### src/rtl/div_arbiter.sv
// Shares one iterative divider between two requesters (round-robin), returns tagged results; optional WAIT watchdog under DIV_ARB_TIMEOUT_EN.
// Latency: accept at T -> resp_valid at T+1 for a zero divisor, at T+4 or later otherwise (divider start pulse at T+1, drdy blanked at T+2).
// Backpressure: one operation in flight; req*_ready stays low until the response handshakes, and the response holds while resp_ready is low.
module div_arbiter #(
  parameter int WIDTH          = 32,
  parameter int TIMEOUT_CYCLES = 4096
) (
  input  logic             clk,
  input  logic             rst,
  input  logic             req0_valid,
  output logic             req0_ready,
  input  logic [WIDTH-1:0] req0_a,
  input  logic [WIDTH-1:0] req0_b,
  input  logic             req0_signctl,
  input  logic             req0_rem,
  input  logic             req1_valid,
  output logic             req1_ready,
  input  logic [WIDTH-1:0] req1_a,
  input  logic [WIDTH-1:0] req1_b,
  input  logic             req1_signctl,
  input  logic             req1_rem,
  output logic             resp_valid,
  input  logic             resp_ready,
  output logic             resp_id,
  output logic [WIDTH-1:0] resp_data,
  output logic             resp_dbz,
  output logic             resp_timeout,
  output logic             div_start,
  output logic [WIDTH-1:0] div_a,
  output logic [WIDTH-1:0] div_b,
  output logic             div_signctl,
  output logic             div_rem,
  input  logic [WIDTH-1:0] div_dout,
  input  logic             div_drdy
);

  typedef enum logic [1:0] {IDLE, START, WAIT, RESP} state_t;

  state_t           state, state_nxt;
  logic             ptr;      // requester preferred when both are valid
  logic             blank;    // high during the first WAIT cycle, drdy is not trusted yet
  logic             gnt0, gnt1, accept;
  logic [WIDTH-1:0] sel_a, sel_b;
  logic             sel_s, sel_r, sel_id;
  logic             drdy_ok;
  logic             to_hit;

  // Round-robin grant, only offered while idle
  always_comb begin
    gnt0 = 1'b0;
    gnt1 = 1'b0;
    if (state == IDLE) begin
      if (req0_valid && (!req1_valid || !ptr)) gnt0 = 1'b1;
      else if (req1_valid)                      gnt1 = 1'b1;
    end
  end

  assign req0_ready = gnt0;
  assign req1_ready = gnt1;
  assign accept     = gnt0 | gnt1;
  assign sel_id     = gnt1;
  assign sel_a      = gnt1 ? req1_a       : req0_a;
  assign sel_b      = gnt1 ? req1_b       : req0_b;
  assign sel_s      = gnt1 ? req1_signctl : req0_signctl;
  assign sel_r      = gnt1 ? req1_rem     : req0_rem;
  assign drdy_ok    = (state == WAIT) && !blank && div_drdy;

  // Next-state and state-decoded outputs
  always_comb begin
    state_nxt  = state;
    div_start  = 1'b0;
    resp_valid = 1'b0;
    case (state)
      IDLE: begin
        if (accept) state_nxt = (sel_b == '0) ? RESP : START;
      end
      START: begin
        div_start = 1'b1;
        state_nxt = WAIT;
      end
      WAIT: begin
        if (drdy_ok || to_hit) state_nxt = RESP;
      end
      RESP: begin
        resp_valid = 1'b1;
        if (resp_ready) state_nxt = IDLE;
      end
      default: state_nxt = IDLE;
    endcase
  end

  // State register
  always_ff @(posedge clk or negedge rst) begin
    if (!rst) state <= IDLE;
    else      state <= state_nxt;
  end

  // Operand capture, arbitration pointer and response payload
  always_ff @(posedge clk or negedge rst) begin
    if (!rst) begin
      ptr         <= 1'b0;
      blank       <= 1'b0;
      div_a       <= '0;
      div_b       <= '0;
      div_signctl <= 1'b0;
      div_rem     <= 1'b0;
      resp_id     <= 1'b0;
      resp_data   <= '0;
      resp_dbz    <= 1'b0;
    end else begin
      case (state)
        IDLE: begin
          if (accept) begin
            ptr         <= !sel_id;
            div_a       <= sel_a;
            div_b       <= sel_b;
            div_signctl <= sel_s;
            div_rem     <= sel_r;
            resp_id     <= sel_id;
            if (sel_b == '0) begin
              // Zero divisor is answered locally; the divider is never started
              resp_dbz  <= 1'b1;
              resp_data <= sel_r ? sel_a : '1;
            end
          end
        end
        START: blank <= 1'b1;
        WAIT: begin
          blank <= 1'b0;
          if (drdy_ok)     resp_data <= div_dout;
          else if (to_hit) resp_data <= '0;
        end
        RESP: begin
          if (resp_ready) resp_dbz <= 1'b0;
        end
        default: ;
      endcase
    end
  end

`ifdef DIV_ARB_TIMEOUT_EN
  logic [15:0] wd_cnt;
  logic        to_flag;

  // Expiry on the WAIT cycle whose count reaches the limit; a valid drdy in the same cycle wins
  assign to_hit       = (state == WAIT) && !drdy_ok && (wd_cnt == 16'(TIMEOUT_CYCLES - 1));
  assign resp_timeout = to_flag;

  // Watchdog counter over WAIT cycles and sticky timeout flag for the response
  always_ff @(posedge clk or negedge rst) begin
    if (!rst) begin
      wd_cnt  <= '0;
      to_flag <= 1'b0;
    end else begin
      if (state == START)     wd_cnt <= '0;
      else if (state == WAIT) wd_cnt <= wd_cnt + 16'd1;
      if (to_hit)                              to_flag <= 1'b1;
      else if ((state == RESP) && resp_ready)  to_flag <= 1'b0;
    end
  end
`else
  assign to_hit       = 1'b0;
  assign resp_timeout = 1'b0;
`endif

endmodule

### config.mk
export PLATFORM = sky130hd
export DESIGN_NAME = div_arbiter
export DESIGN_NICKNAME = d
export VERILOG_FILES = /design/src/rtl/div_arbiter.sv
export SDC_FILE = /design/constraint.sdc
export NUM_CORES = 1
export LEC_CHECK = 0
export BUFFER_PORTS_ARGS = -buffer_cell sky130_fd_sc_hd__buf_2
export CORE_MARGIN = 2
export CORE_UTILIZATION = 35
export DETAILED_ROUTE_END_ITERATION = 6
export GPL_TIMING_DRIVEN = 0
export HOLD_SLACK_MARGIN = 0.03
export SETUP_SLACK_MARGIN = 0.4
export SLEW_MARGIN = 20
export SYNTH_ARGS = -nofsm -noshare
export SYNTH_HDL_FRONTEND = slang
export SYNTH_SLANG_ARGS = --single-unit
### constraint.sdc
create_clock -name clk -period 3.3 [get_ports clk]
set_clock_uncertainty 0.15 [all_clocks]
set_input_delay 0.33 -clock clk [delete_from_list [all_inputs] [get_ports clk]]
set_output_delay 0.33 -clock clk [all_outputs]
set_load 0.05 [all_outputs]
==> results.md <==
- Fillers: 1729
- Max-Cap Viols: 0
- Die Span Y: 136.0 µm
- CP Max Fanout: 10
- P&R area growth vs syn: 33.44%
- Hold path startpoint: req0_signctl
- Die Area: 0.01851 mm²
- Bufs and invs on worst path: 2
- Final Hold Fails: 0
- R2r setup slk: 0.62 ns
- Worst slew pin tran: 0.8538 ns
- Worst-path clk slew: 0.08 ns
- Fin Setup TNS: 0 ns
- Total number of yosys warnings: 0
- Async set-reset flop share out of synthesis: 100.0%
- Vias per cell: 5.330
- Number of flops mapped to enable cells by yosys: 0
- Hold_ws: 0.1120 ns
- Ports: 275
- Final worst path period need: 2.685 ns
- PortBufs: 272
- Syn nets: 839
- Crit path arrival time: 2.82 ns
- Layout cells sized above 1: 36.57%
- GRT Total Usage: 23.90%
- Status: finished clean
- Clk buf depth: 2
- Effective utilization at floorplan: 35.53%
- Crit start category: flop
- DP HPWL: 16990 µm
- CTS tree: built
- Initial antenna violation count: 2
- Clock Sinks: 104
- CP Cell Sequence: inv_1 -> ha_1 -> nand2_1 -> o21ai_1 -> clkbuf_1 -> o221a_2 -> nand4_1 -> nand3_1
- WL final: 22300 µm
- Worst setup EP type: flop
- WHS Path Cells: 3
- Fmax: 372.4 MHz
- Gate Count Post-Synth: 665
- Placed Area: 0.007779 mm²
- Mapped Area: 0.006102 mm²
- CP peak stage delay: 0.55 ns
- Critical path origin: state[0]
- PD cells: 1147 mW/mm²
- Peak VDD IR: 525.1 µV
- Post-route cell area: 0.008143 mm²
- Antenna viol nets, final: 0
- CP max stage cell: clkbuf_1
- Root buffer cell: clkbuf_16
- Leak: 0.003921 µW
- Num rows: 48
- R2r worst-path depth: 8
- Mean Syn Cell Area: 9.176 µm²
- Largest net degree at the start of global routing: 56
- Data required, critical path: 3.44 ns
- Vias in the first global route: 6149
- Routed via count: 6311
- Post-layout nets: 1126
- Critical Setup Path Class: reg -> reg
- Post-detailed-route wirelength per cell: 18.83 µm
- Hold crit path type: in -> reg
- Unrepaired setup endpoints after global routing: no
- Prevailing post-synth register cell: dfrtp_1
- CP top delay family: compound AO/OA/AOI/OAI gates
- Later-pin clock latency in the skew report: 0.35 ns
- Die W: 136.0 µm
- Final Max Slew Viols: 0
- Worst Hold Path EP: div_signctl
- Yosys reg bits: 104
- Setup violators final: 0
- Register area share after synthesis: 42.65%
- Worst rel slew slack: 42.70%
- Final Cycle Share: 81.36%
- Area of the core: 0.01718 mm²
- Beginning of the worst register-to-register path: state[0]
- Drt drc: 0
- Util after Layout: 47.41%
- Gpl congestion: 0.8914
- Congestion Overflow GR: 0
- Unique masters post-synth: 33
- Num CTS Buffers: 9
- Drt pass-1 iters: 5
- Worst reg2reg path endpoint: resp_data[4]
- H-Tree Level Count: 3
- First-pass GRT wire length: 34260 µm
- Initial DRC count: 400
==> how the worst max path moves through the flow <==
stage / to / slack (ns) / depth (start not counted)
final: resp_data[4] / 0.62 / 8
after global routing: resp_data[3] / 0.41 / 8
after CTS: resp_data[13] / 0.47 / 9
after detailed placement: resp_data[12] / 0.24 / 9
after global placement: resp_data[12] / 0.26 / 9
after floorplan: req0_ready / 1.02 / 5
==> cell families after synthesis <==
group	Yosys count	synth area share, %
other	1	0.06145
buffers and inverters	67	4.962
flip-flops	104	42.65
adder cells (fa/ha/maj)	4	0.8202
AO/OA/AOI/OAI	180	21.20
multiplexers	67	10.99
AND/OR/NAND/NOR	242	19.32
==> cell usage in the layout, fill, tap and decap left out, types with 14 or more instances in the layout <==
| cell | count |
|---|---|
| a21o_1 | 32 |
| a22oi_1 | 32 |
| buf_2 | 282 |
| clkbuf_1 | 34 |
| dfrtp_1 | 104 |
| mux2i_1 | 67 |
| nand2_1 | 104 |
| nand2b_1 | 36 |
| nand3_1 | 34 |
| nand4_1 | 37 |
| nor2_1 | 14 |
| o21ai_0 | 70 |
| o221a_2 | 32 |
==> layout make-up <==
class                      count  area (µm²)  share of cell area, %
multi-input combinational    494        3202                  39.32
sequential                   104        2603                  31.96
timing repair buffer         276        1420                  17.44
buffer                        62       291.5                  3.580
tap                          225       281.5                  3.457
clock buffer                  10       229.0                  2.812
clock inverter                 6       92.59                  1.137
inverter                       5       18.77                 0.2305
antenna                        2       5.005                0.06146
==> per-layer routing <==
metal,up-vias,wire [µm],GRT usage [%]
met5,-,0,0
met3,40,1319,3.766
met4,0,624,8.507
li1,3033,-,-
met1,3003,10030,33.15
met2,235,10330,37.80
==> through the flow <==
stage / setup slack, ns / cells / power, µW
finish: 0.6150 / 1184 / 9337
global route: 0.4127 / 1184 / 9937
CTS: 0.4725 / 1181 / 9373
detailed placement: 0.2416 / 1163 / 8170
global placement: 0.2551 / 1162 / 8115
floorplan: 1.024 / 665 / 6593
==> synthesized netlist by cell type, types with 14 or more instances <==
cell	instances	area share (%)
mux2i_1	67	11
a22oi_1	33	4.1
nand4_1	37	3.8
a21o_1	32	3.9
dfrtp_1	104	43
o221a_2	32	5.9
clkbuf_1	40	2.5
o21ai_0	70	5.7
nand2_1	104	6.4
nor2_1	14	0.86
nand3_1	34	2.8
nand2b_1	36	3.7
==> sequential cells by signal, summed over array words and instances (netlist names) <==
name / count
blank: 1
div_a: 32
div_b: 32
div_rem: 1
div_signctl: 1
ptr: 1
resp_data: 32
resp_dbz: 1
resp_id: 1
state: 2
==> power breakdown <==
group | leakage (µW) | switching [µW] | total, µW | internal (µW)
sequential | 0.00123 | 368 | 2260 | 1890
clock | 0.000149 | 512 | 1180 | 670
combinational | 0.00254 | 4200 | 5900 | 1700
==> repair_timing <==
action | 4_1_cts | 5_1_grt
hold buffers | 1 | 0
setup endpoints to repair | 34 | 48
pin swaps | 1 | 0
buffers inserted | 1 | 1
endpoints found under the hold margin | 49 | 0
gates resized for setup | 1 | 12
==> tightest hold or removal path, stage by stage <==
cell and delay (ns):
buf_2 0.08, mux2i_1 0.05, o21ai_0 0.13
Note: power is estimated with default switching activity, not from simulation.
